File: src/rtl/sprite_engine_pkg.sv
// Sprite engine shared definitions.
// Holds the table geometry, the packed attribute word layout, the FSM state
// encoding and the sprite ROM address builder used by the engine.
package sprite_pkg;

   localparam int unsigned NUM_SPRITES  = 32;
   localparam int unsigned SPR_SIZE     = 16;
   localparam int unsigned MAX_PER_LINE = 8;
   localparam int unsigned LINE_W       = 640;

   // Attribute word: [31] enable, [30] flip_h, [29:25] frame, [24:15] x,
   // [14:6] y, [5:0] reserved.
   typedef struct packed {
      logic       enable;
      logic       flip_h;
      logic [4:0] frame;
      logic [9:0] x;
      logic [8:0] y;
      logic [5:0] rsvd;
   } sprite_attr_t;

   typedef enum logic [2:0] {
      IDLE,
      SCAN,
      DRAW,
      DRAIN,
      DONE
   } sprite_state_t;

   // ROM address {frame, row, column}; a mirrored sprite reads columns
   // right-to-left (15 - col is the bitwise inverse of a 4-bit col).
   function automatic logic [12:0] rom_address(input logic [4:0] frame,
                                               input logic [3:0] row,
                                               input logic [3:0] col,
                                               input logic       flip_h);
      return {frame, row, (flip_h ? ~col : col)};
   endfunction

endpackage

File: src/rtl/sprite_engine_if.sv
// Sprite engine bus bundle.
// slave : engine side (control, attribute write port, ROM port, linebuffer
//         write port, done flag).
// master: driver side (scanline controller / CPU / ROM / linebuffer).
interface sprite_engine_if;

   logic        sprite_start;
   logic [9:0]  draw_line;
   logic        attr_we;
   logic [4:0]  attr_addr;
   logic [31:0] attr_wdata;
   logic [12:0] rom_addr;
   logic [15:0] rom_q;
   logic [9:0]  addr_pixel_draw;
   logic [15:0] data_pixel_draw;
   logic        wren_pixel_draw;
   logic        sprite_done;

   modport slave (
      input  sprite_start, draw_line, attr_we, attr_addr, attr_wdata, rom_q,
      output rom_addr, addr_pixel_draw, data_pixel_draw, wren_pixel_draw,
             sprite_done
   );

   modport master (
      output sprite_start, draw_line, attr_we, attr_addr, attr_wdata, rom_q,
      input  rom_addr, addr_pixel_draw, data_pixel_draw, wren_pixel_draw,
             sprite_done
   );

endinterface

File: src/rtl/sprite_engine_attr_ram.sv
// sprite_attr_ram: 32 x 32-bit sprite attribute table.
// Ports: clk, reset (async, active-low, clears every entry), we/waddr/wdata
// write port, raddr -> rdata combinational read port. A read of the entry
// being written in the same cycle returns the old contents.
module sprite_attr_ram
   import sprite_pkg::*;
(
   input  logic         clk,
   input  logic         reset,
   input  logic         we,
   input  logic [4:0]   waddr,
   input  logic [31:0]  wdata,
   input  logic [4:0]   raddr,
   output sprite_attr_t rdata
);

   sprite_attr_t mem [NUM_SPRITES];

   always_ff @(posedge clk or negedge reset) begin
      if (!reset) begin
         for (int unsigned i = 0; i < NUM_SPRITES; i++) begin
            mem[i] <= '0;
         end
      end else if (we) begin
         mem[waddr] <= sprite_attr_t'(wdata);
      end
   end

   assign rdata = mem[raddr];

endmodule

File: src/rtl/sprite_engine.sv
// sprite_engine: renders up to MAX_PER_LINE 16x16 sprites into one scanline.
// Ports: clk, reset (async, active-low), bus (slave modport of
// sprite_engine_if): sprite_start/draw_line control, attr_* table write
// port, rom_addr/rom_q sprite ROM port, *_pixel_draw linebuffer write port,
// sprite_done level flag.
// A line costs 33 cycles of scanning plus 17 cycles per drawn sprite
// (16 ROM issues + one drain cycle for the last pixel's write).
module sprite_engine
   import sprite_pkg::*;
(
   input logic             clk,
   input logic             reset,
   sprite_engine_if.slave  bus
);

   sprite_state_t state, state_next;

   logic [5:0]   idx;        // bit 5 set means all 32 entries scanned
   logic [3:0]   hit_cnt;
   logic [3:0]   col;
   logic [9:0]   line_q;
   logic         cur_flip;
   logic [4:0]   cur_frame;
   logic [9:0]   cur_x;
   logic [3:0]   cur_row;
   logic         wr_valid;
   logic [10:0]  wr_addr;

   sprite_attr_t attr;
   logic [9:0]   y_ext;
   logic [9:0]   dy;
   logic         hit;
   logic         can_draw;
   logic         start_ok;
   logic         unused_bits;

   sprite_attr_ram u_attr (
      .clk   (clk),
      .reset (reset),
      .we    (bus.attr_we),
      .waddr (bus.attr_addr),
      .wdata (bus.attr_wdata),
      .raddr (idx[4:0]),
      .rdata (attr)
   );

   // Hit test at 10 bits: line >= y rules out wrap before the <16 check.
   assign y_ext    = {1'b0, attr.y};
   assign dy       = line_q - y_ext;
   assign hit      = attr.enable && (line_q >= y_ext) && (dy < 10'd16);
   assign can_draw = hit && (hit_cnt < 4'(MAX_PER_LINE));
   assign start_ok = bus.sprite_start && ((state == IDLE) || (state == DONE));
   assign unused_bits = ^{attr.rsvd, SPR_SIZE[0]};

   // State register
   always_ff @(posedge clk or negedge reset) begin
      if (!reset) state <= IDLE;
      else        state <= state_next;
   end

   // Next-state logic
   always_comb begin
      state_next = state;
      unique case (state)
         IDLE, DONE: if (start_ok) state_next = SCAN;
         SCAN: begin
            if (idx[5])        state_next = DONE;
            else if (can_draw) state_next = DRAW;
         end
         DRAW:  if (col == 4'd15) state_next = DRAIN;
         DRAIN: state_next = SCAN;
         default: state_next = IDLE;
      endcase
   end

   // Counters, latched sprite and write-stage pipeline
   always_ff @(posedge clk or negedge reset) begin
      if (!reset) begin
         idx       <= '0;
         hit_cnt   <= '0;
         col       <= '0;
         line_q    <= '0;
         cur_flip  <= 1'b0;
         cur_frame <= '0;
         cur_x     <= '0;
         cur_row   <= '0;
         wr_valid  <= 1'b0;
         wr_addr   <= '0;
      end else begin
         unique case (state)
            IDLE, DONE: begin
               if (start_ok) begin
                  line_q  <= bus.draw_line;
                  idx     <= '0;
                  hit_cnt <= '0;
               end
            end
            SCAN: begin
               if (!idx[5]) begin
                  if (can_draw) begin
                     // Latch the entry so attribute writes during DRAW
                     // cannot corrupt a sprite already being drawn.
                     cur_flip  <= attr.flip_h;
                     cur_frame <= attr.frame;
                     cur_x     <= attr.x;
                     cur_row   <= dy[3:0];
                     col       <= '0;
                  end else begin
                     idx <= idx + 6'd1;
                  end
               end
            end
            DRAW: col <= col + 4'd1;
            DRAIN: begin
               hit_cnt <= hit_cnt + 4'd1;
               idx     <= idx + 6'd1;
            end
            default: ;
         endcase
         wr_valid <= (state == DRAW);
         wr_addr  <= {1'b0, cur_x} + {7'b0, col};
      end
   end

   // Outputs; everything is gated by state or wr_valid so reset forces 0.
   always_comb begin
      bus.rom_addr        = '0;
      bus.addr_pixel_draw = '0;
      bus.data_pixel_draw = '0;
      bus.wren_pixel_draw = 1'b0;
      bus.sprite_done     = (state == DONE);
      if (state == DRAW) begin
         bus.rom_addr = rom_address(cur_frame, cur_row, col, cur_flip);
      end
      if (wr_valid) begin
         bus.addr_pixel_draw = wr_addr[9:0];
         bus.data_pixel_draw = bus.rom_q;
         bus.wren_pixel_draw = !bus.rom_q[15] && (wr_addr < 11'(LINE_W));
      end
   end

endmodule

File: src/flat_wrapper.sv
// flat-port wrapper written by rule: the top's interface ports become plain ports
module sprite_engine_flat import sprite_pkg::*;
  (clk, reset, bus_sprite_start, bus_draw_line, bus_attr_we, bus_attr_addr, bus_attr_wdata, bus_rom_q, bus_rom_addr, bus_addr_pixel_draw, bus_data_pixel_draw, bus_wren_pixel_draw, bus_sprite_done);
  sprite_engine_if bus_i ();
  input logic clk;
  input logic reset;
  input wire logic [$bits(bus_i.sprite_start)-1:0] bus_sprite_start;
  input wire logic [$bits(bus_i.draw_line)-1:0] bus_draw_line;
  input wire logic [$bits(bus_i.attr_we)-1:0] bus_attr_we;
  input wire logic [$bits(bus_i.attr_addr)-1:0] bus_attr_addr;
  input wire logic [$bits(bus_i.attr_wdata)-1:0] bus_attr_wdata;
  input wire logic [$bits(bus_i.rom_q)-1:0] bus_rom_q;
  output wire logic [$bits(bus_i.rom_addr)-1:0] bus_rom_addr;
  output wire logic [$bits(bus_i.addr_pixel_draw)-1:0] bus_addr_pixel_draw;
  output wire logic [$bits(bus_i.data_pixel_draw)-1:0] bus_data_pixel_draw;
  output wire logic [$bits(bus_i.wren_pixel_draw)-1:0] bus_wren_pixel_draw;
  output wire logic [$bits(bus_i.sprite_done)-1:0] bus_sprite_done;
  assign bus_i.sprite_start = bus_sprite_start;
  assign bus_i.draw_line = bus_draw_line;
  assign bus_i.attr_we = bus_attr_we;
  assign bus_i.attr_addr = bus_attr_addr;
  assign bus_i.attr_wdata = bus_attr_wdata;
  assign bus_i.rom_q = bus_rom_q;
  assign bus_rom_addr = bus_i.rom_addr;
  assign bus_addr_pixel_draw = bus_i.addr_pixel_draw;
  assign bus_data_pixel_draw = bus_i.data_pixel_draw;
  assign bus_wren_pixel_draw = bus_i.wren_pixel_draw;
  assign bus_sprite_done = bus_i.sprite_done;
  sprite_engine u_core (.clk(clk), .reset(reset), .bus(bus_i));
endmodule
File: config.mk
export PLATFORM = sky130hd
export DESIGN_NAME = sprite_engine_flat
export DESIGN_NICKNAME = d
export VERILOG_FILES = /design/src/rtl/sprite_engine_pkg.sv /design/src/rtl/sprite_engine_if.sv /design/src/rtl/sprite_engine_attr_ram.sv /design/src/rtl/sprite_engine.sv /design/src/flat_wrapper.sv
export SDC_FILE = /design/constraint.sdc
export NUM_CORES = 1
export LEC_CHECK = 0
export ABC_AREA = 0
export BUFFER_PORTS_ARGS = -buffer_cell sky130_fd_sc_hd__buf_2
export CAP_MARGIN = 20
export CORE_ASPECT_RATIO = 1.75
export CORE_MARGIN = 8
export CORE_UTILIZATION = 50
export CTS_CLUSTER_SIZE = 12
export DETAILED_ROUTE_END_ITERATION = 10
export PLACE_DENSITY = 0.69
export SLEW_MARGIN = 25
export SYNTH_ARGS = -nofsm -noshare
export SYNTH_HDL_FRONTEND = slang
export SYNTH_SLANG_ARGS = --single-unit
File: constraint.sdc
create_clock -name clk -period 5.4 [get_ports clk]
set_input_delay 0.54 -clock clk [delete_from_list [all_inputs] [get_ports clk]]
set_output_delay 0.54 -clock clk [all_outputs]
set_load 0.01 [all_outputs]
# ---- Yosys cells after proc, flatten, opt, wreduce, memory -nomap -nowiden
# Index checks and enable logic that the tools add are counted.
dict set report totals {
  output_inout_bits 41
  reg_bits 1083
  wordCells 276
}
dict set report classes {
  muxes 25
  magnitude_cmp 7
  bitwise 4
  n_reduce_logical 20
  n_eq_ne 11
  add_sub_neg 5
}
# operator count
set ops {}
lappend ops {{bitwise mux 1024 bit} 1}
lappend ops {{binary-select mux 32 bit (select 5 bit)} 1}
lappend ops {{demux 32 bit (select 5 bit)} 1}
lappend ops {{two-way mux 32 bit} 3}
lappend ops {{two-way mux 6 bit} 3}
lappend ops {{case mux 6 bit (3 select lines)} 1}
lappend ops {{two-way mux 16 bit} 1}
lappend ops {{two-way mux 4 bit} 4}
lappend ops {{case mux 4 bit (2 select lines)} 2}
lappend ops {{two-way mux 13 bit} 1}
lappend ops {{greater-or-equal comparator 6 bit, second input constant} 2}
lappend ops {{two-way mux 3 bit} 4}
lappend ops {{NOT 5 -> 6 bit} 2}
lappend ops {{case mux 3 bit (4 select lines)} 1}
lappend ops {{adder 10 x 4 -> 11 bit} 1}
lappend ops {{< comparator 11 x 10 -> 1 bit, second input constant} 1}
lappend ops {{greater-or-equal comparator 10 x 9 -> 1 bit} 1}
lappend ops {{< comparator 10 x 5 -> 1 bit, second input constant} 1}
lappend ops {{two-way mux 10 bit} 1}
lappend ops {{subtractor 10 x 9 -> 10 bit} 1}
lappend ops {{AND reduction 3 bit} 3}
lappend ops {{adder 4 x 1 -> 4 bit, second input constant} 2}
lappend ops {{adder 6 x 1 -> 6 bit, second input constant} 1}
lappend ops {{equality test 3 x 2 -> 1 bit, second input constant} 2}
lappend ops {{20 further kinds} 31}

# ---- Longest topological paths before layout
# Gate-level depths: netlist of the first run.
dict set report depth {
  word_depth 11
  depth_mapped 23
  mapped_depth_nobuf 17
}

# ---- Hierarchy
# Synthesis of the first run repeated with hierarchy kept, for this count alone.
dict set report hier_totals {
  hier_cells 3796
  area_unflattened_um2 51036.4
}
# mod n_inst cells_each area_each_um2 seq_area_each_um2
set modules_own_cells {}
lappend modules_own_cells {sprite_attr_ram 1 3447 47491.8 25624.6}
lappend modules_own_cells {sprite_engine 1 349 3544.6 1476.4}

# ---- Worst setup path after synthesis of the first run
# OpenSTA, ideal clock, no wires.
dict set report synth_path {
  path_type {register -> register}
  from {register u_core.idx[0]}
  to {register u_core.cur_frame[2]}
  path_stages_with_launch 24
  required_time_ns 5.275
  arrival_ns 5.265
  path_slack_ns 0.009
  synth_period_minus_slack_ns 5.391
  path_cell_list {dfrtp_1 -> buf_4 -> buf_2 -> buf_4 -> buf_2 -> buf_2 -> buf_2 -> mux2i_1 -> o21ai_0 -> nand2_1 -> nand2_1 -> o221ai_1 -> o21ai_0 -> ha_1 -> fa_1 -> and2b_1 -> o2111ai_1 -> a31oi_1 -> or4_4 -> a2111oi_4 -> nand2_2 -> nor4_4 -> buf_8 -> mux2_4}
}
dict set report synth_via {
  elab_chain_len 9
  word_cells_on_any_way 11
  cone_classes {add/sub (1); order compare (2); mux (3); bitwise (1); reduce/logical (4)}
}
# item line_no
set synth_lines {}
lappend synth_lines {{start: declaration} sprite_engine.sv:18} ;# logic [5:0] idx;
lappend synth_lines {{start signal: assignment} sprite_engine.sv:109} ;# idx <= idx + 6'd1;
lappend synth_lines {{start signal: assignment} sprite_engine.sv:116} ;# idx <= idx + 6'd1;
lappend synth_lines {{NOT 5 -> 6 bit (not written as such) *} sprite_engine_attr_ram.sv:29} ;# assign rdata = mem[raddr];
lappend synth_lines {{binary-select mux 32 bit (select 5 bit) *} sprite_engine_attr_ram.sv:29}
lappend synth_lines {{two-way mux 32 bit (not written as such) * (2 in series)} sprite_engine_attr_ram.sv:29}
lappend synth_lines {{subtractor 10 x 9 -> 10 bit / greater-or-equal comparator 10 x 9 -> 1 bit (equally long branches)} {sprite_engine.sv:49, sprite_engine.sv:50}}
lappend synth_lines {{< comparator 10 x 5 -> 1 bit / logical AND 1 bit (equally long branches)} sprite_engine.sv:50} ;# assign hit = attr.enable && (line_q >= y_ext) && (dy < 10'd16);
lappend synth_lines {{logical AND 1 bit} sprite_engine.sv:50}
lappend synth_lines {{logical AND 1 bit} sprite_engine.sv:51} ;# assign can_draw = hit && (hit_cnt < 4'(MAX_PER_LINE));
lappend synth_lines {{AND reduction 3 bit (no line)} n/a}
lappend synth_lines {{end signal: assignment} sprite_engine.sv:104} ;# cur_frame <= attr.frame;
lappend synth_lines {{end: declaration} sprite_engine.sv:23} ;# logic [4:0] cur_frame;
# Every way passes the cells marked *; elsewhere a longest branch is shown, timed or not. The select of a mux whose other input is x is not followed.
# A chain may end at the register's enable or synchronous reset.

# ---- Worst setup path in the final report of the first run
dict set report layout_path {
  from {register u_core.idx[0]}
  to {register u_core.cur_row[3]}
}
dict set report layout_via {
  elab_chain_len 9
  word_cells_on_any_way 11
  cone_classes {add/sub (1); order compare (2); mux (3); bitwise (1); reduce/logical (4)}
}
# item line_no
set layout_lines {}
lappend layout_lines {{NOT 5 -> 6 bit (not written as such) *} sprite_engine_attr_ram.sv:29}
lappend layout_lines {{binary-select mux 32 bit (select 5 bit) *} sprite_engine_attr_ram.sv:29}
lappend layout_lines {{two-way mux 32 bit (not written as such) * (2 in series)} sprite_engine_attr_ram.sv:29}
lappend layout_lines {{subtractor 10 x 9 -> 10 bit / greater-or-equal comparator 10 x 9 -> 1 bit (equally long branches)} {sprite_engine.sv:49, sprite_engine.sv:50}}
lappend layout_lines {{< comparator 10 x 5 -> 1 bit / logical AND 1 bit (equally long branches)} sprite_engine.sv:50}
lappend layout_lines {{logical AND 1 bit} sprite_engine.sv:50}
lappend layout_lines {{logical AND 1 bit} sprite_engine.sv:51}
lappend layout_lines {{AND reduction 3 bit (no line)} n/a}
lappend layout_lines {{end signal: assignment} sprite_engine.sv:106} ;# cur_row <= dy[3:0];
lappend layout_lines {{end: declaration} sprite_engine.sv:25} ;# logic [3:0] cur_row;
# Marked as above.

==> impl_metrics.toml, run 1 <==
[outcome]
status = "completed"

[power]
pwr-share-seq_pct = 40.4
p_sw_mw = 7.13
comb_power_share_pct = 34.4
vdd_drop_max_uv = 370
pwr-share-clk_pct = 25.2
p_sw_share_pct = 32.5
power_per_cell_area_mw_per_mm2 = 483
p_leak_nw = 20.5
p_int_mw = 14.8

[sta]
finClkSkew_ns = 0.0291
relSlewSlack_pct = 27.8
whs_ns = 0.122
finalWorstSetupSlack_ns = 0.272
rsz0062_at_grt = "no"
max_freq_mhz = 195
post-route-period-util_pct = 95.0
worstMarginPinSlew_ns = 1.08
period_minus_slack_ns = 5.13
maxSlewViolCount = 0
hold_viol = 0
setup_violations = 0
tns_ns = 0

[critical_path]
worstSetupPathType = "reg2reg"
start_kind = "flop"
required_ns = 5.93
path_max_fanout = 23
cpMostUsedCell = "buf_4"
critPathCaptureType = "flop"
cp_cell_sequence = "buf_12, buf_4, mux2_2, a21oi_1, o21ai_0, o22ai_1, a211oi_1, a21oi_1, buf_4, ha_1, a211oi_1, nor2_1, o31ai_1, nand3_1, a2111oi_4, nand2_2, nor4_4, buf_4, mux2_2"
crit_family = "compound AO/OA/AOI/OAI gates"
cpMaxStageDelayCell = "dfrtp_4"
crit_arrival_ns = 5.66
cpPeakStageDelay_ns = 0.52
crit_buf_inv = 4

[yosys]
synthMuxAreaShare_pct = 36.1
synth_top_area_share_pct = 54.3
synth_xor_area_share_pct = 0.384
synthArstFlopShare_pct = 100
synth_area_per_cell_um2 = 14.8
dominantRegCellSynth = "dfrtp_1"
yosys-top-cells-area = "dfrtp_1 (54%), mux2_2 (24%), mux4_2 (8.6%)"
syn_area_mm2 = 0.0411
synth_top_family_by_area = "multiplexers"
yosysTopAreaCell = "dfrtp_1"
synth_compound_area_share_pct = 3.38
synth-seq-cells = 891
synthAdderAreaFrac_pct = 0.585
synth_edf_count = 0
netlist_instances = 2782
synth_nets = 2867
yosysSeqAreaShare_pct = 54.3
netlist-cell-type-count = 55
synth_simple_gate_area_share_pct = 2.77
yosysWarnings = 0

[clock_network]
cts_htree_levels = 3
cts_root_buf = "clkbuf_16"
clk_pin_slew_worst_paths_ns = 0.06
clk_latency_ns = 0.67
cts_made_buffers = 86
cts_sinks = 891
clockBufferDepth = 3
cts_tree = "done"

[die]
start_util_pct = 50.2
io_pins = 108
die_x_um = 233
die-area_mm2 = 0.0919
core-area_mm2 = 0.0817
die_h_um = 395
rows = 139

[routing]
ant_nets = 0
vias_per_cell = 6.25
drt_iter0_markers = 1574
drcViolationCount = 0
wl_mm = 111
firstDrtPassIters = 6
wire_per_inst_um = 28.3
vias = 24437

[job]
drv_cap = 0

[global_route]
grtUsageMet3_pct = 3.52
use_met1_pct = 28.6
grt_overflow = 0
met2_usage_pct = 41.8
grt_max_degree = 173
busiest_layer = "met2"
grt_pass1_wl_mm = 169
antenna_found_initial = 10
track_usage_pct = 24.3
grt_pass1_vias = 27104

[placed_design]
place_ws_ns = 0.228
dpl.hpwl_mm = 66.5
dp_cells = 3792
io_buffer_count = 101
gp_congestion = 0.834

[cells_and_area]
postLayoutCoreUtil_pct = 55.6
instances_no_fill = 3912
drive_above_1_share_pct = 49.1
nNetsFinal = 2910
areaGrowthSynthToFinish_pct = 10.7

[min_path]
hp-class = "in2reg"
power by group through the flow:
stage	clock [mW]	sequential (mW)	combinational [mW]
after floorplan	0	8.56	5.48
after global placement	0	8.82	7.41
after detailed placement	0	8.96	7.62
after CTS	5.65	8.84	7.66
after global routing	5.89	9.01	8.09
final	5.53	8.87	7.57
cell type report:
cell class                 instances  area [um^2]
antenna                            1         2.50
inverter                          15         56.3
timing repair buffer             200         1430
clock buffer                     112         2370
multi-input combinational       1631        17900
sequential                       891        22300
tap                             1057         1320
fill                            6519        36300
clock inverter                     5         47.5
cell families (layout without fill, tap and decap cells):
group           after synthesis  count (layout)
other cells                   0               1
xor+xnor                     18              18
flops                       891             891
buf+inv                     260             332
mux                        1167            1167
compound gates              207             207
fa+ha+maj                    18              18
simple gates                221             221
per-layer routing:
| metal | vias to the layer above | part of all wire (%) |
|---|---|---|
| met4 | 2 | 6.4 |
| met3 | 332 | 4.4 |
| met5 | - | 0.014 |
| met2 | 687 | 52 |
| li1 | 10283 | - |
| met1 | 13133 | 38 |
metrics by stage:
stage	total power [mW]	area, um^2
2_1_floorplan	14.0	41100
3_3_place_gp	16.2	42900
3_5_place_dp	16.6	43000
4_1_cts	22.1	45400
5_1_grt	23.0	45400
6_report	22.0	45400
cells in the mapped netlist (3+ instances only):
cell type	instances
dfrtp_1	891
mux2_2	884
clkbuf_1	205
mux4_2	157
mux2i_1	114
nand2_1	67
o221ai_1	45
o21ai_0	44
a21oi_1	42
nor2_1	40
and2_1	36
o22ai_1	34
nor2b_1	29
buf_2	23
ha_1	16
inv_1	15
buf_1	13
xnor2_1	13
mux2_4	12
a211oi_1	10
nand3_1	10
o31ai_1	6
and3_1	5
nor3_1	5
xor2_1	5
a31oi_1	4
nand2b_1	4
nand4_1	4
nor3b_1	4
or2_2	4
a21o_1	3
nand3b_1	3
o2111ai_1	3
o211ai_1	3
o21a_1	3
flip-flops by register name, summed over array words and instances (netlist names):
register and flops:
u_core.cur_flip 1, u_core.wr_valid 1, u_core.line_q 10, u_core.cur_row 4, u_core.cur_x 10, u_core.wr_addr 11
u_core.col 4, u_core.cur_frame 5, u_core.u_attr.mem 832, u_core.idx 6, u_core.state 3, u_core.hit_cnt 4
layout by cell type, fill, tap and decap left out, types with 5 or more instances in the layout:
cell type  count
xor2_1         5
inv_1         15
nor2b_1       29
a21oi_1       42
mux2_2       884
nand3_1       10
nor2_4        16
mux2_4        12
nor3_1         5
buf_12         8
nand2_1       50
nand2_2       17
mux2i_1      114
mux4_2       157
nor2_1        24
xnor2_1       13
o221ai_1      45
buf_2        100
ha_1          16
and3_1         5
clkbuf_16     90
o21ai_0       43
and2_1        36
o22ai_1       34
buf_4         86
o31ai_1        6
dfrtp_1      886
a211oi_1      10
clkbuf_1      18
path summary, 6_finish.rpt:
| path | start | to | slack, ns | depth (start not counted) |
|---|---|---|---|---|
| min in group asynchronous | reset | u_core.u_attr.mem[139]$_DFFE_PN0P_ | 0.39 | 2 |
| max | u_core.idx[0]$_DFFE_PN0P_ | u_core.cur_row[3]$_DFFE_PN0P_ | 0.27 | 19 |
| max reg2reg | u_core.idx[0]$_DFFE_PN0P_ | u_core.cur_row[3]$_DFFE_PN0P_ | 0.27 | 19 |
| min reg2reg | u_core.u_attr.mem[820]$_DFFE_PN0P_ | u_core.u_attr.mem[820]$_DFFE_PN0P_ | 0.50 | 1 |
| max in group asynchronous | reset | u_core.u_attr.mem[955]$_DFFE_PN0P_ | 3.26 | 4 |
| min | bus_draw_line[4] | u_core.line_q[4]$_DFFE_PN0P_ | 0.12 | 2 |
what timing repair did:
action / 4_1_cts / 5_1_grt
hold buffers: 0 / 1
endpoints found under the setup margin: 0 / 1
setup buffers: 0 / 0
hold endpoints to repair: 0 / 40
resized for setup: 0 / 1
No activity file was read; power rests on OpenSTA's default activity.
==> run 2: changes to the inputs <==
Settings changed: PLACE_DENSITY 0.69 to 0.68, SYNTH_HIERARCHICAL set to 1.
==> run 2 against run 1 <==
Net effect:
- clock power fell by 2%
- first-iteration DRC count increased by 8.4%
- critical path depth down 4
- sequential share of layout area is 0.34 points lower
- via count increased by 6.6%
- synthesized cell count rose by 15%
- hold slack got worse by 0.018 ns
- setup slack improved by 0.091 ns
- clock skew fell by 0.011 ns
==> impl_metrics.toml, run 2 <==
[outcome]
status = "completed"

[clock_network]
cts_root_buf = "clkbuf_16"
cts_sinks = 891
cts_tree = "done"
cts_setup_buffers = 0
cts_htree_levels = 3
ctsHoldBuffers = 1
cts_made_buffers = 85
clockBufferDepth = 3
ctsResizeCount = 0
clk_latency_ns = 0.66
clk_pin_slew_worst_paths_ns = 0.06

[critical_path]
crit_buf_inv = 3
critPathCaptureType = "flop"
crit_arrival_ns = 5.57
crit_family = "simple AND/OR/NAND/NOR gates"
start_kind = "flop"
cp_cell_sequence = "nor2b_4, buf_4, buf_4, nand2_1, nand3_1, nand3_1, inv_1, ha_1, o21a_1, or3_1, a2111oi_2, o211ai_1, a211oi_4, nand3_4, mux2_4"
path_max_fanout = 21
worstSetupPathType = "reg2reg"
cpPeakStageDelay_ns = 0.67
cpMaxStageDelayCell = "dfrtp_1"
required_ns = 5.94

[routing]
firstDrtPassIters = 5
vias_per_cell = 6.13
vias = 26055
ant_nets = 0
drcViolationCount = 0
wl_mm = 112
wire_per_inst_um = 26.3
drt_iter0_markers = 1706

[placed_design]
dp_cells = 4135
io_buffer_count = 101
gp_congestion = 0.847
dpl.hpwl_mm = 66.1

[cells_and_area]
reg_top3 = "u_core/u_attr/mem: 832 flops, u_core/wr_addr: 11 flops"
nNetsFinal = 3238
largest-register = "u_core/u_attr/mem"
mostFrequentLayoutCells = "dfrtp_1 (890), mux2_2 (807), mux2i_1 (423)"
mostFrequentLayoutCell = "dfrtp_1"
drive_above_1_share_pct = 36.0
fill_cells = 6996
areaGrowthSynthToFinish_pct = 7.65
multi_input_area_mm2 = 0.0183
seq_area_mm2 = 0.0223
largest_register_ffs = 832
instances_no_fill = 4249

[global_route]
grt_overflow = 0
grt_pass1_wl_mm = 171
track_usage_pct = 23.3
grt_pass1_vias = 28326
grt_max_degree = 185
antenna_found_initial = 8

[sta]
finClkSkew_ns = 0.0185
post-route-period-util_pct = 93.3
rsz0062_at_grt = "no"
tns_ns = 0
setup_violations = 0
period_minus_slack_ns = 5.04
relSlewSlack_pct = 34.6
whs_ns = 0.105
maxSlewViolCount = 0
max_freq_mhz = 199
hold_viol = 0
worstMarginPinSlew_ns = 0.979

[power]
vdd_drop_max_uv = 422
p_leak_nw = 21.7
power_per_cell_area_mw_per_mm2 = 494

[die]
die_x_um = 236
rows = 141
die_h_um = 402
io_pins = 108
die-area_mm2 = 0.0949
start_util_pct = 50.4
core-area_mm2 = 0.0843

[yosys]
synth_nets = 3287
yosysWarnings = 6
synth_area_per_cell_um2 = 13.3
syn_area_mm2 = 0.0425
netlist_instances = 3202

[min_path]
hp-class = "in2reg"

[job]
drv_cap = 0
-- run 2: power breakdown --
part           leakage [nW]  switching (mW)  internal (mW)
clock network          1.15            2.42           2.99
registers              11.4           0.813           8.05
logic                  9.12            4.66           3.67
-- run 2: per-stage QoR --
| stage | setup WS [ns] | cell area (um^2) | power [mW] | util (%) |
|---|---|---|---|---|
| floorplan | 1.33 | 42500 | 14.8 | - |
| global placement | 0.551 | 43300 | 16.8 | 51.3 |
| detailed placement | 0.466 | 43300 | 17.2 | 51.3 |
| CTS | 0.441 | 45700 | 22.7 | 54.2 |
| global route | 0.123 | 45700 | 23.7 | 54.2 |
| finish | 0.364 | 45700 | 22.6 | 54.2 |
-- run 2: per-layer routing --
layer | part of all wire [%] | track usage [%] | vias up
li1 | - | - | 11294
met1 | 38 | 26.8 | 13695
met2 | 52 | 42.0 | 800
met3 | 5.4 | 4.18 | 262
met4 | 4.3 | 10.3 | 4
met5 | 0.028 | 0 | -
-- run 2: final timing paths --
kind	from	to	slack [ns]	cells past startpoint
worst max-delay path	u_core/idx[0]$_DFFE_PN0P_	u_core/cur_x[8]$_DFFE_PN0P_	0.36	15
worst min-delay path	bus_draw_line[7]	u_core/line_q[7]$_DFFE_PN0P_	0.10	2
worst max register to register	u_core/idx[0]$_DFFE_PN0P_	u_core/cur_x[8]$_DFFE_PN0P_	0.36	15
worst min register to register	u_core/u_attr/mem[624]$_DFFE_PN0P_	u_core/u_attr/mem[624]$_DFFE_PN0P_	0.48	1
max in group asynchronous	reset	u_core/u_attr/mem[605]$_DFFE_PN0P_	3.34	4
min in group asynchronous	reset	u_core/u_attr/mem[458]$_DFFE_PN0P_	0.50	2
-- run 2: final cells by class --
class / instances / share of cell area, %
Clock inverter: 5 / 0.159
Timing Repair Buffer: 180 / 2.88
Antenna cell: 3 / 0.0164
Sequential cell: 891 / 48.8
Tap cell: 1072 / 2.93
Multi-Input combinational cell: 1972 / 40.1
Inverter: 23 / 0.189
Clock buffer: 103 / 5.00
